`src/rtl/cursor_cmd_pkg.sv`:
```
// Shared definitions for the cursor command controller.
//   - Key codes produced by the PS/2 keyboard decoder (level codes; 7..15 mean "no key").
//   - FSM state encoding for cursor_cmd_ctrl.
//   - Helpers: key code normalisation and single-axis cursor stepping.
package cursor_cmd_pkg;

  localparam logic [3:0] KEY_NONE   = 4'd0;
  localparam logic [3:0] KEY_UP     = 4'd1;
  localparam logic [3:0] KEY_DOWN   = 4'd2;
  localparam logic [3:0] KEY_LEFT   = 4'd3;
  localparam logic [3:0] KEY_RIGHT  = 4'd4;
  localparam logic [3:0] KEY_ENTER  = 4'd5;
  localparam logic [3:0] KEY_CANCEL = 4'd6;

  typedef enum logic [1:0] {
    ST_IDLE        = 2'd0,
    ST_HOLD_DELAY  = 2'd1,
    ST_HOLD_REPEAT = 2'd2,
    ST_WAIT_ACK    = 2'd3
  } state_t;

  // Unused codes collapse to KEY_NONE so they behave exactly like a release.
  function automatic logic [3:0] norm_key(input logic [3:0] k);
    return (k > KEY_CANCEL) ? KEY_NONE : k;
  endfunction

  // One step along an axis whose legal range is 0..max.
  function automatic logic [3:0] step_coord(input logic [3:0] p, input logic inc,
                                            input logic [3:0] max, input logic wrap);
    if (inc) begin
      if (p == max) return wrap ? 4'd0 : max;
      return p + 4'd1;
    end
    if (p == 4'd0) return wrap ? max : 4'd0;
    return p - 4'd1;
  endfunction

endpackage

```
`src/rtl/cursor_cmd_ctrl_if.sv`:
```
// Move-command handshake between the cursor controller and the game engine.
//   cmd_valid  controller -> engine  move command pending
//   cmd_ready  engine -> controller  command accepted this cycle
//   cmd_src    controller -> engine  {x, y} source cell, stable while cmd_valid
//   cmd_dst    controller -> engine  {x, y} destination cell, stable while cmd_valid
//   busy       controller -> engine  controller is waiting for the acknowledge
interface cursor_cmd_ctrl_if;
  logic       cmd_valid;
  logic       cmd_ready;
  logic [7:0] cmd_src;
  logic [7:0] cmd_dst;
  logic       busy;

  modport master (output cmd_valid, output cmd_src, output cmd_dst, output busy,
                  input cmd_ready);
  modport slave  (input cmd_valid, input cmd_src, input cmd_dst, input busy,
                  output cmd_ready);
endinterface

```
`src/rtl/repeat_timer.sv`:
```
// Auto-repeat timer for a held direction key.
//   clk, rst_n  clock / async active-low reset
//   start       key newly pressed: step now, then wait DELAY cycles
//   hold        key still held: keep counting
//   step        one-cycle step pulse (combinational, consumed at the same edge)
// The counter is a down-counter; the terminal count is 0 and each terminal
// count reloads RATE-1 for the following repeat steps.
module repeat_timer #(
  parameter int unsigned DELAY = 25_000_000,
  parameter int unsigned RATE  = 10_000_000,
  parameter int unsigned CNT_W = 25
) (
  input  logic clk,
  input  logic rst_n,
  input  logic start,
  input  logic hold,
  output logic step
);

  localparam logic [CNT_W-1:0] DELAY_LOAD = CNT_W'(DELAY - 1);
  localparam logic [CNT_W-1:0] RATE_LOAD  = CNT_W'(RATE - 1);

  logic [CNT_W-1:0] cnt;
  logic             tc;

  assign tc   = hold && (cnt == '0);
  assign step = start || tc;

  always_ff @(posedge clk or negedge rst_n) begin
    if (!rst_n) begin
      cnt <= '0;
    end else if (start) begin
      cnt <= DELAY_LOAD;
    end else if (tc) begin
      cnt <= RATE_LOAD;
    end else if (hold) begin
      cnt <= cnt - CNT_W'(1);
    end
  end

endmodule

```
`src/rtl/cursor_cmd_ctrl.sv`:
```
// Cursor command controller: turns level key codes into cursor moves with
// auto-repeat, runs the two-click select/commit sequence and issues move
// commands to the game engine.
//   clk, rst_n   clock / async active-low reset
//   key_state    level key code from the keyboard decoder
//   cur_x/cur_y  cursor position
//   sel_active   a source cell is selected; sel_pos = {sel_x, sel_y}
//   cmd          move-command handshake (master side)
//
// state          | meaning
// ST_IDLE        | no key held, waiting for a new press
// ST_HOLD_DELAY  | direction held, waiting for the first auto-repeat
// ST_HOLD_REPEAT | direction held, stepping every REPEAT_RATE cycles
// ST_WAIT_ACK    | command pending, keys ignored until cmd_ready
module cursor_cmd_ctrl
  import cursor_cmd_pkg::*;
#(
  parameter int unsigned GRID_W       = 8,
  parameter int unsigned GRID_H       = 8,
  parameter int unsigned REPEAT_DELAY = 25_000_000,
  parameter int unsigned REPEAT_RATE  = 10_000_000,
  parameter bit          WRAP         = 1'b0,
  parameter int unsigned CNT_W        = 25
) (
  input  logic                 clk,
  input  logic                 rst_n,
  input  logic [3:0]           key_state,
  output logic [3:0]           cur_x,
  output logic [3:0]           cur_y,
  output logic                 sel_active,
  output logic [7:0]           sel_pos,
  cursor_cmd_ctrl_if.master    cmd
);

  localparam logic [3:0] X_MAX = 4'(GRID_W - 1);
  localparam logic [3:0] Y_MAX = 4'(GRID_H - 1);

  state_t     state, state_n;
  logic [3:0] key, key_q;
  logic       new_press, is_dir, in_hold;
  logic       tmr_start, tmr_hold, tmr_step;
  logic       enter_act, cancel_act, enter_cmd, ack;
  logic       cmd_valid_q;
  logic [7:0] cmd_src_q, cmd_dst_q;

  assign key       = norm_key(key_state);
  assign new_press = (key != key_q) && (key != KEY_NONE);
  assign is_dir    = (key >= KEY_UP) && (key <= KEY_RIGHT);
  assign in_hold   = (state == ST_HOLD_DELAY) || (state == ST_HOLD_REPEAT);
  assign enter_cmd = sel_active && ({cur_x, cur_y} != sel_pos);
  assign ack       = (state == ST_WAIT_ACK) && cmd_valid_q && cmd.cmd_ready;

  // Timer controls are kept outside the FSM process so the FSM can read the
  // step pulse without a combinational loop through its own outputs.
  assign tmr_start = new_press && is_dir && (state != ST_WAIT_ACK);
  assign tmr_hold  = in_hold && (key != KEY_NONE) && (key == key_q);

  repeat_timer #(
    .DELAY (REPEAT_DELAY),
    .RATE  (REPEAT_RATE),
    .CNT_W (CNT_W)
  ) u_repeat_timer (
    .clk   (clk),
    .rst_n (rst_n),
    .start (tmr_start),
    .hold  (tmr_hold),
    .step  (tmr_step)
  );

  always_ff @(posedge clk or negedge rst_n) begin
    if (!rst_n) state <= ST_IDLE;
    else        state <= state_n;
  end

  always_comb begin
    state_n    = state;
    enter_act  = 1'b0;
    cancel_act = 1'b0;
    unique case (state)
      ST_IDLE, ST_HOLD_DELAY, ST_HOLD_REPEAT: begin
        if (new_press) begin
          if (is_dir) begin
            state_n = ST_HOLD_DELAY;
          end else if (key == KEY_ENTER) begin
            enter_act = 1'b1;
            state_n   = enter_cmd ? ST_WAIT_ACK : ST_IDLE;
          end else begin
            cancel_act = 1'b1;
            state_n    = ST_IDLE;
          end
        end else if (in_hold) begin
          if (key == KEY_NONE) state_n = ST_IDLE;
          else if (tmr_step && (state == ST_HOLD_DELAY)) state_n = ST_HOLD_REPEAT;
        end
      end
      ST_WAIT_ACK: begin
        if (ack) state_n = ST_IDLE;
      end
      default: state_n = ST_IDLE;
    endcase
  end

  always_ff @(posedge clk or negedge rst_n) begin
    if (!rst_n) begin
      key_q       <= KEY_NONE;
      cur_x       <= 4'd0;
      cur_y       <= 4'd0;
      sel_active  <= 1'b0;
      sel_pos     <= 8'd0;
      cmd_valid_q <= 1'b0;
      cmd_src_q   <= 8'd0;
      cmd_dst_q   <= 8'd0;
    end else begin
      // Tracks in every state, so a key held through WAIT_ACK is not a new press.
      key_q <= key;

      if (tmr_step) begin
        case (key)
          KEY_UP:    cur_y <= step_coord(cur_y, 1'b0, Y_MAX, WRAP);
          KEY_DOWN:  cur_y <= step_coord(cur_y, 1'b1, Y_MAX, WRAP);
          KEY_LEFT:  cur_x <= step_coord(cur_x, 1'b0, X_MAX, WRAP);
          KEY_RIGHT: cur_x <= step_coord(cur_x, 1'b1, X_MAX, WRAP);
          default: ;
        endcase
      end

      if (cancel_act) sel_active <= 1'b0;

      if (enter_act) begin
        if (!sel_active) begin
          sel_pos    <= {cur_x, cur_y};
          sel_active <= 1'b1;
        end else if (!enter_cmd) begin
          sel_active <= 1'b0;
        end else begin
          cmd_src_q   <= sel_pos;
          cmd_dst_q   <= {cur_x, cur_y};
          cmd_valid_q <= 1'b1;
        end
      end

      if (ack) begin
        cmd_valid_q <= 1'b0;
        sel_active  <= 1'b0;
      end
    end
  end

  assign cmd.cmd_valid = cmd_valid_q;
  assign cmd.cmd_src   = cmd_src_q;
  assign cmd.cmd_dst   = cmd_dst_q;
  assign cmd.busy      = (state == ST_WAIT_ACK);

endmodule
```
`src/flat_wrapper.sv`:
```
// flat-port wrapper written by rule: the top's interface ports become plain ports
module cursor_cmd_ctrl_flat import cursor_cmd_pkg::*;
#(
  parameter int unsigned GRID_W       = 8,
  parameter int unsigned GRID_H       = 8,
  parameter int unsigned REPEAT_DELAY = 25_000_000,
  parameter int unsigned REPEAT_RATE  = 10_000_000,
  parameter bit          WRAP         = 1'b0,
  parameter int unsigned CNT_W        = 25
)
  (clk, rst_n, key_state, cur_x, cur_y, sel_active, sel_pos, cmd_cmd_valid, cmd_cmd_src, cmd_cmd_dst, cmd_busy, cmd_cmd_ready);
  cursor_cmd_ctrl_if cmd_i ();
  input  logic clk;
  input  logic rst_n;
  input  logic [3:0] key_state;
  output logic [3:0] cur_x;
  output logic [3:0] cur_y;
  output logic sel_active;
  output logic [7:0] sel_pos;
  output wire logic [$bits(cmd_i.cmd_valid)-1:0] cmd_cmd_valid;
  output wire logic [$bits(cmd_i.cmd_src)-1:0] cmd_cmd_src;
  output wire logic [$bits(cmd_i.cmd_dst)-1:0] cmd_cmd_dst;
  output wire logic [$bits(cmd_i.busy)-1:0] cmd_busy;
  input wire logic [$bits(cmd_i.cmd_ready)-1:0] cmd_cmd_ready;
  assign cmd_cmd_valid = cmd_i.cmd_valid;
  assign cmd_cmd_src = cmd_i.cmd_src;
  assign cmd_cmd_dst = cmd_i.cmd_dst;
  assign cmd_busy = cmd_i.busy;
  assign cmd_i.cmd_ready = cmd_cmd_ready;
  cursor_cmd_ctrl #(.GRID_W(GRID_W), .GRID_H(GRID_H), .REPEAT_DELAY(REPEAT_DELAY), .REPEAT_RATE(REPEAT_RATE), .WRAP(WRAP), .CNT_W(CNT_W)) u_core (.clk(clk), .rst_n(rst_n), .key_state(key_state), .cur_x(cur_x), .cur_y(cur_y), .sel_active(sel_active), .sel_pos(sel_pos), .cmd(cmd_i));
endmodule
```
`config.mk`:
```
export PLATFORM = sky130hd
export DESIGN_NAME = cursor_cmd_ctrl_flat
export DESIGN_NICKNAME = d
export VERILOG_FILES = /design/src/rtl/cursor_cmd_pkg.sv /design/src/rtl/cursor_cmd_ctrl_if.sv /design/src/rtl/repeat_timer.sv /design/src/rtl/cursor_cmd_ctrl.sv /design/src/flat_wrapper.sv
export SDC_FILE = /design/constraint.sdc
export NUM_CORES = 1
export LEC_CHECK = 0
export BUFFER_PORTS_ARGS = -buffer_cell sky130_fd_sc_hd__buf_2
export CORE_MARGIN = 5
export CORE_UTILIZATION = 53
export DETAILED_ROUTE_END_ITERATION = 16
export GPL_TIMING_DRIVEN = 0
export PLACE_DENSITY = 0.86
export SLEW_MARGIN = 30
export SYNTH_ARGS = -nofsm -noshare
export SYNTH_HDL_FRONTEND = slang
export SYNTH_SLANG_ARGS = --single-unit
```
`constraint.sdc`:
```
create_clock -name clk -period 2.35 [get_ports clk]
set_input_delay 0.47 -clock clk [delete_from_list [all_inputs] [get_ports clk]]
set_output_delay 0.47 -clock clk [all_outputs]
set_load 0.1 [all_outputs]
```
Yosys cells after proc, flatten, opt, wreduce, memory -nomap -nowiden
Cells that the tools add are included.
{"block": "classes", "addsub": 5, "n_mul": 0, "div_mod_pow": 0, "n_lt_le_gt_ge": 3, "n_eq_ne": 17, "shifts": 0, "n_mux": 68, "bitwise": 1, "reduce_logical": 32}
{"cell": "$mux 25", "n": 3}
{"cell": "$mux 4", "n": 15}
{"cell": "$mux 1", "n": 39}
{"cell": "$logic_not 25->1", "n": 1}
{"cell": "$sub 25x1->25 const B", "n": 1}
{"cell": "$eq 4x3->1 const B", "n": 4}
{"cell": "$mux 2", "n": 8}
{"cell": "$pmux 4 s2", "n": 2}
{"cell": "$logic_not 4->1", "n": 3}
{"cell": "$logic_and 1x1->1", "n": 11}
{"cell": "$reduce_bool 2->1", "n": 5}
{"cell": "$reduce_and 3->1", "n": 3}
{"cell": "$add 4x1->4 const B", "n": 2}
{"cell": "$eq 4x2->1 const B", "n": 2}
{"cell": "$ne 8x8->1", "n": 1}
{"cell": "$sub 4x1->4 const B", "n": 2}
{"cell": "$reduce_and 2->1", "n": 3}
{"cell": "$eq 2x2->1 const B", "n": 2}
{"cell": "$eq 4x1->1 const B", "n": 1}
{"cell": "$eq 4x4->1", "n": 1}
{"cell": "$ge 4x1->1 const B", "n": 1}
{"cell": "$gt 4x3->1 const B", "n": 1}
{"cell": "$le 4x3->1 const B", "n": 1}
{"cell": "$ne 4x1->1 const B", "n": 1}
{"cell": "other kinds (12)", "n": 13}
{"block": "word_totals", "ff_bits": 65, "latchBits": 0, "ramBits": 0, "romBits": 0, "in_bits": 7, "output_inout_bits": 35, "wordCells": 136, "n_memories": 0}

Longest topological paths before layout
Gate-level depths: netlist of run 1.
{"block": "logic_depth", "word_depth": 14, "depth_mapped": 10, "mapped_depth_nobuf": 8}

Modules after synthesis
A second synthesis of run 1 with hierarchy kept.
{"block": "unflattened", "cells_unflattened": 373, "hier_area_um2": 3756.1}
{"mod": "cursor_cmd_ctrl", "n_inst": 1, "cells_per_inst": 219, "area_each_um2": 2344.7, "seq_area_each_um2": 1001.0}
{"mod": "repeat_timer", "n_inst": 1, "cells_per_inst": 154, "area_each_um2": 1411.4, "seq_area_each_um2": 625.6}

Worst setup path after synthesis of run 1
No wires, ideal clock.
{"block": "synth_timing", "kind": "register to register", "start": "register u_core.cur_x[2]", "end": "register u_core.cmd_dst_q[5], in the netlist u_core.cmd.cmd_dst[5]", "setup_ps": 128, "arrival_ps": 2551, "t_required_ps": 2222, "path_slack_ps": -330, "stages_incl_launch_ff": 9, "n_path_buf": 3, "cell_sequence": "dfrtp_1 -> clkbuf_1 -> xor2_1 -> nor4_1 -> a211oi_1 -> nand2b_1 -> buf_2 -> buf_2 -> mux2_1"}
{"block": "synth_between", "elab_chain_cells": 3}
{"item": "start, declared", "line": "cursor_cmd_ctrl.sv:28", "text": "output logic [3:0] cur_x,"}
{"item": "start signal, assigned", "line": "cursor_cmd_ctrl.sv:121", "text": "KEY_LEFT: cur_x <= step_coord(cur_x, 1'b0, X_MAX, WRAP);"}
{"item": "start signal, assigned", "line": "cursor_cmd_ctrl.sv:122", "text": "KEY_RIGHT: cur_x <= step_coord(cur_x, 1'b1, X_MAX, WRAP);"}
{"item": "$ne 8x8->1", "line": "cursor_cmd_ctrl.sv:50", "text": "assign enter_cmd = sel_active && ({cur_x, cur_y} != sel_pos);"}
{"item": "$logic_and 1x1->1", "line": "cursor_cmd_ctrl.sv:50"}
{"item": "$reduce_and 3->1 (no source line)"}
{"item": "end signal, assigned", "line": "cursor_cmd_ctrl.sv:137", "text": "cmd_dst_q <= {cur_x, cur_y};"}
{"item": "end, declared", "line": "cursor_cmd_ctrl.sv:44", "text": "logic [7:0] cmd_src_q, cmd_dst_q;"}
No other way between the ends.
A chain may end at the register's enable or synchronous reset.

Final worst setup path of run 1
{"block": "layout_timing", "start": "register u_core.u_repeat_timer.cnt[0]", "end": "register u_core.cur_x[3]"}
{"block": "layout_between", "elab_chain_cells": 4}
{"item": "start, declared", "line": "repeat_timer.sv:23", "text": "logic [CNT_W-1:0] cnt;"}
{"item": "start signal, assigned", "line": "repeat_timer.sv:37", "text": "cnt <= cnt - CNT_W'(1);"}
{"item": "$logic_not 25->1", "line": "repeat_timer.sv:26", "text": "assign tc = hold && (cnt == '0);"}
{"item": "$logic_and 1x1->1", "line": "repeat_timer.sv:26"}
{"item": "$logic_or 1x1->1", "line": "repeat_timer.sv:27", "text": "assign step = start || tc;"}
{"item": "$reduce_and 2->1 (no source line)"}
No other way between the ends.

==> results summary, run 1 <==
The fraction of post-synthesis cell area in the top cell type by area came out at 42.3%. The total of warnings raised by yosys is 0. The count of final max-slew check failures came to 0. The post-synthesis sequential area ratio is a little over two fifths. The overall die width is 95.2 um. The average size of a mapped cell is 9.94 sq um. The growth of design area from synthesis to finish came out at 24.2%. In the final layout, the share of cells above drive strength 1 is 31.8%.

The largest net degree at the start of global routing came out at between 50 and 60. The start point of the worst hold path is cmd_cmd_ready. The clock root buffer is clkbuf_8. The count of cell types in the netlist is 69. The count of clock tree sinks came out at 65. The peak clock frequency supported by timing is between 300 and 400 MHz. VDD sags by at most 1100 uV. The total of endpoints with negative setup slack in the final report came out at 15.

The core outline area came out at 7180 sq um. The number of endpoints with negative hold slack in the final report is 0. The clock insertion delay at the later pin of the skew report came out at roughly 340 ps.

The max-cap violation count is 0. Before antenna repair, the detailed router went through 4 iterations. The via count came out at between 3000 and 4000. The data arrival time of the worst path is 2740 ps. The run finished, with violations left.

The quantity of I/O buffers inserted on ports is 39. Row generation in the floorplan step produced 31 rows. The top cell types in the final layout, fill and taps aside, are 53 x dfrtp_1, 46 x buf_2, 24 x mux2_1, 21 x nor2_1, 19 x nand2_1. The mean routed wirelength per cell is 17.8 um. For this run, design rule violations remaining after detail routing come to 0. Data on the critical path is required at its endpoint by roughly 2600 ps. The final HPWL from detailed placement is 6.50 mm.

The leading area contributor after synthesis is dfrtp_1. After the first detailed-routing iteration, the DRC count stood at 189. The summed negative setup slack over all endpoints came out at -1490 ps.

The library cell used most frequently in the layout, excluding fill and tap cells, is dfrtp_1. The launch point of the worst path is u_core.u_repeat_timer.cnt[0]$_DFFE_PN0P_. The number of synthesized register bits is 65. The all-layer global routing usage is 23.5%. The post-route worst hold slack came out at 374 ps.

The number of primary I/O pins came out at 42. The type of element capturing the critical path is a flop. Of all nets on the critical path, the largest fanout is 8. The floorplan die height came out at between 90 and 100 um. The number of inserted diodes came out at 0. Buffers inserted during clock tree synthesis total 9. The leftover overflow at the end of global routing is 0. Counting flops with an async set or reset pin after synthesis yields a share of 100%. The global-route wire length before repair came out at 16.8 mm. Setup repair after global routing could not meet its margin everywhere. The CTS tree is yes. The die area is around 9100 sq um. For this run, the leading register cell type out of synthesis is dfrtp_1. The post-synthesis instance total came out at 387. The headroom to the max-slew limit is about 56%. The power per cell area is 936 nW/um^2. The worst setup slack after layout is -164 ps. The remaining antenna violation count after routing is 0.

At the pin with the least slew margin, the transition time is 655 ps. The routed via count divided by cell count is 6.09. Across the routed clock network, the largest skew measured is approximately 8.8 ps.

Counting tap cells, the placed design contains a total of 526 instances. Sorting the synthesized cells by area gives the leading types as dfrtp_1 42%, mux2_1 7.6%, mux2i_1 3.6%. The starting density of the core came out at 53.6%. Summed over all cells, the static leakage comes to 2.11 nW. The final-stage net count came out at 471. The startpoint identified for the worst register-to-register timing path is u_core.u_repeat_timer.cnt[0]$_DFFE_PN0P_.

Of the available clock period, the critical path in the final layout requires 107%. The clock period minus final worst setup slack is between 2000 and 3000 ps. The number of antenna violations at the first check in global routing was 0. The final reports fail on negative setup slack. The wire length reported by the detailed router is 9.95 mm.

The maximum clock path buffer count is 2. The tightest min-delay check is of the in2reg type. The total chip power is 4.47 mW. The number of flops mapped to enable cells by yosys is 0. The synthesized netlist occupies a cell area of just under 4000 sq um. The H-tree depth is 3. The worst setup path is launched from a flop. The via count of the first global-routing pass is 3503. The count of placed standard cells in the final layout, fillers left out came out at 558. The clock-pin slew on the worst setup and hold paths came out at 80 ps. The number of nets in the synthesized netlist is 404. The final weighted congestion in routability-driven placement came out at about 0.86.

The critical path in this run is classified as reg2reg.
kinds of logic after synthesis:
group | Yosys count | synth area share (%)
buf+inv | 43 | 4.97
fa+ha+maj | 10 | 3.25
xor+xnor | 12 | 2.73
mux | 41 | 11.5
simple gates | 135 | 20.4
other cells | 1 | 0.0974
compound gates | 80 | 14.7
flops | 65 | 42.3
metal layers:
metal / up-vias / GRT usage [%] / routed length [um]
met5: - / 0 / 0
li1: 1557 / - / -
met2: 149 / 39.6 / 4950
met4: 0 / 9.62 / 304
met3: 38 / 5.05 / 605
met1: 1656 / 29.3 / 4090
area by class of cell:
| cell class | instances | area (sq um) |
|---|---|---|
| Tap cell | 99 | 124 |
| Timing Repair Buffer | 59 | 389 |
| Clock inverter | 5 | 56.3 |
| Inverter | 20 | 75.1 |
| Buffer | 20 | 148 |
| Sequential cell | 65 | 1640 |
| Clock buffer | 11 | 141 |
| Fill cell | 521 | 2390 |
| Multi-Input combinational cell | 279 | 2200 |
through the flow:
| step | area (sq um) | utilization, % | setup WS, ps |
|---|---|---|---|
| 2_1_floorplan | 3900 | - | -96.3 |
| 3_3_place_gp | 4220 | 58.8 | -446 |
| 3_5_place_dp | 4250 | 59.2 | -558 |
| 4_1_cts | 4670 | 65.1 | -210 |
| 5_1_grt | 4780 | 66.6 | -269 |
| 6_report | 4780 | 66.6 | -164 |
what timing repair did:
item                                   4_1_cts  5_1_grt
pin swaps                                   10       16
setup endpoints to repair                   42       49
endpoints found under the hold margin       14        0
hold buffers                                 1        0
setup buffers                               19        3
gates resized for setup                     19       31
report_power, final:
part	total, mW	leakage (nW)	switching (mW)	internal, mW
clock	0.965	0.0993	0.448	0.517
sequential	1.52	0.766	0.233	1.28
combinational	1.99	1.24	1.53	0.463
total	4.47	2.11	2.21	2.26
cells in the mapped netlist (all sizes together), types with 4 or more instances:
| cell type | instances |
|---|---|
| o21ai | 19 |
| mux2i | 14 |
| nand3 | 12 |
| nor3 | 20 |
| clkbuf | 8 |
| and3 | 11 |
| nand4 | 7 |
| mux2 | 27 |
| xor2 | 11 |
| nand2 | 20 |
| dfrtp | 65 |
| inv | 20 |
| nand3b | 4 |
| nand2b | 6 |
| nor4 | 12 |
| ha | 10 |
| a211oi | 7 |
| nor2 | 21 |
| or3 | 6 |
| buf | 15 |
| a21oi | 18 |
final timing paths:
path	depth (start not counted)	endpoint	slack [ps]
max in group asynchronous	3	u_core.cur_x[2]$_DFFE_PN0P_	1290
min reg2reg	1	u_core.cmd.cmd_dst[0]$_DFFE_PN0P_	490
min in group asynchronous	2	u_core.u_repeat_timer.cnt[10]$_DFFE_PN0P_	520
max	9	u_core.cur_x[3]$_DFFE_PN0P_	-160
min	2	u_core.sel_active$_DFF_PN0_	370
max reg2reg	9	u_core.cur_x[3]$_DFFE_PN0P_	-160
critical path, stage by stage (launching register included):
cell,delay [ps]
dfrtp_1,400
inv_2,90
ha_4,140
nor3b_4,190
nand4_1,200
or2_4,290
or4_4,560
buf_6,180
a221oi_2,260
o2bb2ai_1,90
sequential cells by signal (all words and copies together), names as in the netlist:
signal and cells:
u_core.u_repeat_timer.cnt 25, u_core.cmd.cmd_dst 8, u_core.cmd.cmd_src 8, u_core.sel_pos 8
u_core.cur_x 4, u_core.cur_y 4, u_core.key_q 4, u_core.state 2
u_core.cmd.cmd_valid 1, u_core.sel_active 1
No activity file was read; power rests on OpenSTA's default activity.
==> run 2: changes to the inputs <==
- SYNTH_HIERARCHICAL: default -> 1
==> run 2 against run 1 <==
  * The run still ends with negative setup slack left
  * Final cell count down 3.4%
  * Synthesized cell count fell by 3.6%
  * Largest power group unchanged
  * Non-clock buffer count is 6 lower
  * Critical endpoint is now u_core/cur_y[2]$_DFFE_PN0P_
==> results summary, run 2 <==
The maximum clock path buffer count came to 2 (unchanged). The headroom to the max-slew limit is 40.3% (-16 points). The starting density of the core came to 55.0% (+1.3 points).

The overall die width came out at 94.2 um (-1.1%). The most flop-heavy register is u_core/u_repeat_timer/cnt. The transition time at the pin with the least slew margin is 893 ps (+238 ps). The largest net degree at the start of global routing came out at 44 (-15%).

The post-placement cell area came out at 4170 sq um (-1.9%). The core outline area is 6830 sq um (-4.8%). The worst setup path category is reg2reg.

The mean routed wirelength per cell is 17.8 um (-0.26%). The total instance count after detailed placement is 511 (-2.9%). The worst setup slack after layout came out at -498 ps (-334 ps). The checks that failed: negative setup slack. The final HPWL from detailed placement is 6.46 mm (-0.63%). The summed negative setup slack over all endpoints was -5060 ps (-3570 ps). The data arrival time of the worst path is 3120 ps (+380 ps). The remaining antenna violation count after routing was 0 (unchanged). The register-to-register setup slack is -500 ps (-330 ps). The fraction of final layout cells with drive strength greater than 1 came out at 35.9% (+4.1 points). The worst reg2reg path endpoint is u_core/cur_y[2]$_DFFE_PN0P_.

The final clock skew is 8.99 ps (+0.150 ps). The leakage component of the power came out at 2.11 nW (+0.34%). The sum of buffers and inverters on the critical path was 1 (-1). The total CTS buffers is 9 (unchanged). The initial DRC count is 231 (+22%). The post-route worst hold slack came out at 16.7 ps (-357 ps).

Grouping stages by cell kind, the critical path spends the most delay in simple AND/OR/NAND/NOR gates. The number of primary I/O pins is 42 (unchanged). The startpoint of the lowest-slack register-to-register path is u_core/u_repeat_timer/cnt[15]$_DFFE_PN0P_. The remaining routing DRC violations is 0 (unchanged).

The H-tree depth came out at 3 (unchanged). The count of placed standard cells in the final layout, fillers left out is 539 (-3.4%). The cell sitting at the root of the clock tree is a clkbuf_8. The worst stage delay on the critical path is 450 ps (-110 ps).

The fraction of synthesis flops using an asynchronous set or reset pin is 100% (unchanged). The count of clock tree sinks was 65 (unchanged). The sum of met3 wire segment lengths after detailed routing is 657 um (+8.6%). The clock period minus final worst setup slack came to 2850 ps (+334 ps). The peak clock frequency supported by timing came out at 351 MHz (-12%).

Of all cell types, the one taking the most synthesized area is dfrtp_1. Setup repair after global routing could not meet its margin everywhere. For this run, the leading register cell type out of synthesis is dfrtp_1. The critical-path maximum fanout is 6 (-2). The number of flip-flops under the largest register name came to 25 (unchanged). The number of flops mapped to enable cells by yosys came out at 0 (unchanged). The total of endpoints with negative setup slack in the final report is 19 (+4). The die area is 8870 sq um (-2.2%). The count of cell instances traversed by the critical path is 9 (unchanged).

The final weighted congestion in routability-driven placement is 0.902 (+5.1%). The total of warnings raised by yosys came out at 6 (+6). The logic depth of the worst register-to-register path is 9 (unchanged). The final-stage net count is 453 (-3.8%).

The number of endpoints with negative hold slack in the final report came out at 0 (unchanged). The clock insertion delay at the later pin of the skew report was 350 ps (about the same). The total chip power is 4.79 mW (+7.2%). STA classifies the critical path endpoint as a flop. The count of final max-slew check failures came out at 0 (unchanged). The number of inserted diodes is 0 (unchanged). The library cell used most frequently in the layout, excluding fill and tap cells, is dfrtp_1. The max-cap violation count came out at 0 (unchanged). The quantity of I/O buffers inserted on ports is 41 (+5.1%). The worst ir drop on vdd came out at 1080 uV (-1.8%).

The slowest stage of the critical path is the nor4_4 cell. The leftover overflow at the end of global routing is 0 (unchanged). The average size of a mapped cell came out at 10.1 sq um (+1.3%). The min-delay analysis places its worst path in the category in2async.

The post-synthesis instance total is 373 (-3.6%). The cell area after layout came out at 4680 sq um (-2.0%). The wire length reported by the detailed router came out at 9.59 mm (-3.7%).

The met2 wire length came out at 5.02 mm (+1.4%). Leaving out fill and tap cells, the most frequent cells in the layout are 63 x dfrtp_1, 45 x buf_2, 30 x nor2_1, 21 x nand2_1, 18 x inv_1. Following the worst setup path forward leads to its endpoint at u_core/cur_y[2]$_DFFE_PN0P_. The number of filler cells placed in the layout came out at 499 (-4.2%). The flow ran to the end, but the final reports show violations. The synthesized netlist net count came out at 388 (-4.0%). The routed via count divided by cell count came out at 6.02 (-1.2%).

The count of cell types in the netlist is 64 (-7.2%). The growth of design area from synthesis to finish came out at 24.7%. The highest routed metal layer is met4. The most instantiated library cell after synthesis is dfrtp_1. By count the netlist is led by 65 x dfrtp_1, 33 x nor2_1, 25 x nand2_1. The number of cell rows is 30 (-3.2%).

The required arrival time at the worst endpoint is 2630 ps (+60 ps). The fraction of post-synthesis cell area in the top cell type by area came out at 43.3% (+1.0 points). The via count came out at 3246 (-4.5%).

The all-layer global routing usage came out at 22.7% (-0.79 points). The post-synthesis sequential area ratio is 43.3% (+1.0 points). Yosys attributes the largest share of cell area to dfrtp_1 43%, mux2_2 4.8%, xor2_1 3.7%. The netlist area before placement is 3760 sq um (-2.4%). The number of synthesized register bits came out at 65 (unchanged). The critical path goes through nor3_1, nand4_1, nor4_4, nor2_4, inv_4, nand2b_4, or3_4, or4_1, o21ai_1. The cts-stage hold buffer count is 0 (-1).

The sort of element at the start of the critical path is a flop. The global-route wire length before repair is 15.8 mm (-5.9%). The total routed wire length on the met1 layer is 3.65 mm (-11%). The total iterations of the first detailed-routing run is 4 (unchanged). The power per cell area is 1020 nW/um^2 (+9.4%). The floorplan die height is 94.2 um (-1.1%). The launch point of the worst path is u_core/u_repeat_timer/cnt[15]$_DFFE_PN0P_. TritonCTS built the clock tree.

The clock-pin slew on the worst setup and hold paths is 80 ps (about the same). The number of antenna violations at the first check in global routing came out at 0 (unchanged). The share of the cycle needed by the critical path after routing came out at 121% (+14 points).

The via count of the first global-routing pass came out at 3377 (-3.6%).
-- run 2: changes by cell type after synthesis, sizes merged, moves of 4 or more --
cell	delta
xor2	+5
xnor2	+8
a211oi	-4
a21oi	-6
nor2	+12
and3	-6
buf	-5
mux2i	-9
nor3	-6
nand2	+5
-- run 2: area by class of cell --
type                            count  area (sq um)  share of cell area, %
Buffer                             16           123                   2.62
Sequential cell                    65          1630                   34.8
Clock inverter                      6          71.3                   1.52
Inverter                           19          73.8                   1.58
Clock buffer                       10           138                   2.94
Multi-Input combinational cell    270          2180                   46.5
Tap cell                           96           120                   2.56
Timing Repair Buffer               57           352                   7.51
-- run 2: worst min-delay path by stage --
stage	start	endpoint	slack [ps]	depth (start not counted)
floorplan	rst_n	u_core/cmd.cmd_dst[0]$_DFFE_PN0P_	170	0
global placement	u_core/cmd.cmd_dst[7]$_DFFE_PN0P_	u_core/cmd.cmd_dst[7]$_DFFE_PN0P_	480	1
detailed placement	rst_n	u_core/u_repeat_timer/cnt[12]$_DFFE_PN0P_	390	1
CTS	rst_n	u_core/u_repeat_timer/cnt[16]$_DFFE_PN0P_	10	1
global route	rst_n	u_core/key_q[1]$_DFF_PN0_	20	1
finish	rst_n	u_core/key_q[0]$_DFF_PN0_	20	1
-- run 2: what timing repair did --
item,in CTS,in global routing
setup buffers,12,4
setup endpoints to repair,41,35
pin swaps,12,7
gates resized for setup,30,22
-- run 2: worst reg2reg max path, cell delays in order (launching register included) --
cell and delay [ps]:
dfrtp_1 430, nor3_1 400, nand4_1 350, nor4_4 450, nor2_4 90, inv_4 110
nand2b_4 60, or3_4 380, or4_1 410, o21ai_1 100
-- run 2: routing by layer --
| layer | vias up | GRT usage, % |
|---|---|---|
| li1 | 1484 | - |
| met1 | 1586 | 25.7 |
| met2 | 144 | 39.3 |
| met3 | 32 | 6.97 |
| met4 | 0 | 9.99 |
| met5 | - | 0 |
-- run 2: kinds of logic (layout without fill, tap and decap cells) --
group | after synthesis | after routing | synth area share, %
muxes | 30 | 30 | 9.83
DFF | 65 | 65 | 43.3
xor gates and xnor gates | 25 | 25 | 5.83
buffers and inverters | 38 | 108 | 4.53
adders and majority gates | 8 | 8 | 2.66
AOI/OAI and AO/OA | 70 | 70 | 12.9
and+or+nand+nor | 136 | 136 | 20.8
other | 1 | 1 | 0.0998
-- run 2: stage by stage --
stage               setup WS, ps  utilization, %
floorplan                   -718               -
global placement           -1260            60.7
detailed placement         -1370            61.0
CTS                         -486            67.1
global route                -643            68.6
finish                      -498            68.6
-- run 2: power by group --
part / total, mW / switching (mW) / internal (mW)
Clock: 0.997 / 0.468 / 0.529
Combinational: 2.30 / 1.79 / 0.507
Sequential: 1.50 / 0.218 / 1.28
==> run 3: changes to the inputs <==
- ABC_AREA: default -> 1
- BUFFER_PORTS_ARGS: -buffer_cell sky130_fd_sc_hd__buf_2 -> -buffer_cell sky130_fd_sc_hd__buf_4
- CAP_MARGIN: default -> 0
- CORE_UTILIZATION: 53 -> 54
- PLACE_DENSITY: 0.86 -> 0.87
==> run 3 against run 2 <==
  * The flow now finishes without violations
  * Sequential share of layout area fell by 1.2 points
  * Highest routed layer unchanged
  * Final area rose by 3.3%
  * Synthesized area rose by 8.4%
  * Sequential power rose by 3%
  * Critical endpoint is now u_core/cur_y[3]$_DFFE_PN0P_
  * Core utilization fell by 2.2 points
==> results summary, run 3 <==
The CTS tree is yes. The final clock skew is 9.41 ps (+0.420 ps). The count of cell types in the netlist came to 43 (-33%).

The headroom to the max-slew limit came out at 45.4% (+5.1 points). The internal power contribution came to 2.42 mW (+4.5%). The initial DRC count is 403 (+74%). The data arrival time of the worst path is 2460 ps (-660 ps). The quantity of I/O buffers inserted on ports came out at 40 (-2.4%). The total iterations of the first detailed-routing run came to 5 (+1). The combinational cell fraction of total power was 43.4% (-4.5 points). The number of filler cells placed in the layout is 611 (+22%). The proportion of power drawn by flip-flops and latches is 33.4% (+2.1 points).

The power per cell area came out at 954 nW/um^2 (-6.8%). The leakage component of the power came out at 2.26 nW (+6.7%). The share of the cycle needed by the critical path after routing is 94.1% (-27 points).

The total of warnings raised by yosys was 6 (unchanged). By startpoint and endpoint, the worst setup path is classified as reg2reg. The number of synthesized register bits is 65 (unchanged). The remaining routing DRC violations came out at 0 (unchanged). The floorplan die height came out at 96.8 um (+2.8%). The number of cell rows came out at 31 (+3.3%). The largest net degree at the start of global routing was 66 (+50%). The cell area after layout is 4840 sq um (+3.3%). The overall die width was 96.8 um (+2.8%).

The global-route wire length before repair came out at 16.8 mm (+6.3%). The total routed wire length on the met1 layer is 4.14 mm (+13%). The routed via count divided by cell count is 5.59 (-7.2%).

The worst ir drop on vdd came out at 803 uV (-26%). The number of flops mapped to enable cells by yosys was 0 (unchanged). The cts-stage hold buffer count was 0 (unchanged).

The final-stage net count is 594 (+31%). The critical-path maximum fanout is 10 (+4). The wire length reported by the detailed router is 9.99 mm (+4.2%). The post-placement cell area came out at 4530 sq um (+8.8%).

The total CTS buffers came to 9 (unchanged). The post-placement setup slack was -472 ps (+900 ps). The netlist area before placement came out at 4070 sq um (+8.4%).

The number of flip-flops under the largest register name came out at 25 (unchanged). The critical path ends at u_core/cur_y[3]$_DFFE_PN0P_. The fraction of final layout cells with drive strength greater than 1 came to 26.2% (-9.7 points). The peak clock frequency supported by timing came out at 452 MHz (+29%). The via count of the first global-routing pass was 3614 (+7.0%). The maximum clock path buffer count came to 2 (unchanged). The most flop-heavy register is u_core/u_repeat_timer/cnt. The net switching power figure is 2.19 mW (-11%). The via count is 3819 (+18%). From synthesis to final layout, the design area changed by 18.9%.

The worst reg2reg path endpoint is u_core/cur_y[3]$_DFFE_PN0P_. The post-synthesis instance total came out at 520 (+39%). The total of endpoints with negative setup slack in the final report is 0 (-19). The sum of met3 wire segment lengths after detailed routing is 657 um (unchanged). The all-layer global routing usage is 21.3% (-1.4 points).

The clock insertion delay at the later pin of the skew report came out at 350 ps (about the same). The count of clock tree sinks came out at 65 (unchanged). Summed over all instances, the cell type with the most area after synthesis is dfrtp_1.

Signal routing reaches up to met4. The core occupancy in the finished layout came to 66.4% (-2.2 points). The sort of element at the start of the critical path is a flop. The switching share of power is 47.5% (-4.2 points). The synthesized netlist net count is 535 (+38%). The average size of a mapped cell came to 7.83 sq um (-22%). The most frequent standard cell in the layout excluding fill and tap cells is nand2_1. The final weighted congestion in routability-driven placement came out at 0.920 (+1.9%).

The post-synthesis sequential area ratio came out at 40.0% (-3.3 points). The transition time at the pin with the least slew margin came to 818 ps (-74.8 ps). The number of primary I/O pins came out at 42 (unchanged). The remaining antenna violation count after routing came out at 0 (unchanged). The mean routed wirelength per cell is 14.6 um (-18%). The number of antenna violations at the first check in global routing came out at 0 (unchanged). The fraction of post-synthesis cell area in the top cell type by area came out at 40.0% (-3.3 points). The fraction of synthesis flops using an asynchronous set or reset pin was 100% (unchanged).

The tree is rooted in a clkbuf_8. Yosys instantiated no cell more often than nand2_1. The H-tree depth is 3 (unchanged).

The core outline area is 7290 sq um (+6.7%). The count of final max-slew check failures came out at 0 (unchanged). The clock share of power is 23.2% (+2.4 points). The register-to-register setup slack is 140 ps (+640 ps). The max-cap violation count is 0 (unchanged). The startpoint identified for the worst register-to-register timing path is u_core/state[0]$_DFFE_PN0P_. The worst hold path belongs to the class in2async. The clock-pin slew on the worst setup and hold paths was 70 ps (about the same).

The number of inserted diodes is 0 (unchanged). The clock period minus final worst setup slack is 2210 ps (-636 ps). The starting density of the core came out at 55.8% (+0.84 points). The met2 wire length is 4.98 mm (-0.82%). The top cell types in the final layout, fill and taps aside, are 115 x nand2_1, 65 x dfrtp_1, 56 x nor2_1, 51 x inv_1, 48 x buf_4. The critical path starts at u_core/state[0]$_DFFE_PN0P_. The number of endpoints with negative hold slack in the final report came to 0 (unchanged). The worst setup slack after layout is 139 ps (+636 ps). The leftover overflow at the end of global routing is 0 (unchanged). The required arrival time at the worst endpoint is 2600 ps (-30 ps).

The most used flip-flop cell after synthesis is dfrtp_1. The flow ran to the end, and the final reports show no timing, DRC or antenna violations. The logic depth of the worst register-to-register path came out at 10 (+1). STA classifies the critical path endpoint as a flop. The final HPWL from detailed placement came to 7.02 mm (+8.7%). The die area came to 9370 sq um (+5.7%). By area the synthesized netlist is led by dfrtp_1 40%, nand2_1 11%, nand3_1 5.4%. The commonest cells after synthesis are 115 x nand2_1, 65 x dfrtp_1, 56 x nor2_1.
run 3: cell types whose count changed after synthesis, moves of 8 or more:
cell and change:
nand2_1 +90, inv_1 +33, nand3_1 +33, nor2_1 +23, nand2_2 +22, o21ai_1 +17, o21ai_2 +17, mux2_2 -16
nor3_1 -13, mux2_4 -9, clkbuf_1 -8, inv_2 +8, xor2_1 -8
run 3: kinds of logic (layout without fill, tap and decap cells):
logic type / count (synthesis) / after routing / share of synthesized area [%]
AND/OR/NAND/NOR: 284 / 284 / 34.9
other: 1 / 1 / 0.0921
flip-flops: 65 / 65 / 40.0
AO/OA/AOI/OAI: 81 / 81 / 12.5
buffers and inverters: 71 / 135 / 7.96
XOR/XNOR: 10 / 10 / 2.15
adder cells (fa/ha/maj): 8 / 8 / 2.46
run 3: stage by stage:
stage | hold slack, ps | TNS [ps] | power, mW | std cells
after floorplan | 174 | -540 | 3.08 | 520
after global placement | 472 | -5300 | 3.47 | 659
after detailed placement | 477 | -6550 | 3.53 | 659
after CTS | 249 | 0 | 4.61 | 677
after global routing | 286 | -17.8 | 4.85 | 683
final | 210 | 0 | 4.62 | 683
run 3: routing by layer:
layer,vias up,track usage (%)
met1,1799,28.0
li1,1814,-
met5,-,0
met2,177,35.0
met4,0,7.67
met3,29,4.10
run 3: layout make-up:
type	count	area (sq um)	area share [%]
plain buffers	8	85.1	1.76
clock buffers	11	141	2.92
clock inverters	5	78.8	1.63
inverters	63	246	5.09
multi-input cells	384	2180	45.0
flip-flops and latches	65	1630	33.6
well taps	99	124	2.56
repair buffers	48	360	7.45
run 3: repair_timing:
action / in CTS / in global routing
gates cloned: 0 / 0
pin swaps: 1 / 7
resized for setup: 1 / 7
endpoints found under the hold margin: 0 / 0
buffers inserted: 2 / 6
setup endpoints to repair: 10 / 10
run 3: worst max-delay path, stage by stage (launching register included):
cell      delay [ps]
dfrtp_1          410
ha_2             250
a21oi_2          220
and3_2           290
clkbuf_4         230
inv_1            130
nand2_8          100
nand2_1          100
inv_2            130
nor2_1            60
a31oi_1          200
run 3: worst min-delay path by stage:
stage                                              to  slack [ps]  cells past startpoint
finish              u_core/cmd.cmd_src[2]$_DFFE_PN0P_         210                      1
global route        u_core/cmd.cmd_dst[3]$_DFFE_PN0P_         290                      1
CTS                 u_core/cmd.cmd_src[1]$_DFFE_PN0P_         250                      1
detailed placement  u_core/cmd.cmd_src[6]$_DFFE_PN0P_         480                      2
global placement    u_core/cmd.cmd_dst[3]$_DFFE_PN0P_         470                      2
floorplan           u_core/cmd.cmd_dst[0]$_DFFE_PN0P_         170                      0
run 3: power groups by stage:
stage / registers [mW] / clock network [mW] / logic (mW)
3_3_place_gp: 1.55 / 0 / 1.92
2_1_floorplan: 2.33 / 0 / 0.753
3_5_place_dp: 1.56 / 0 / 1.97
5_1_grt: 1.57 / 1.14 / 2.14
6_report: 1.54 / 1.07 / 2.00
4_1_cts: 1.54 / 1.08 / 1.99
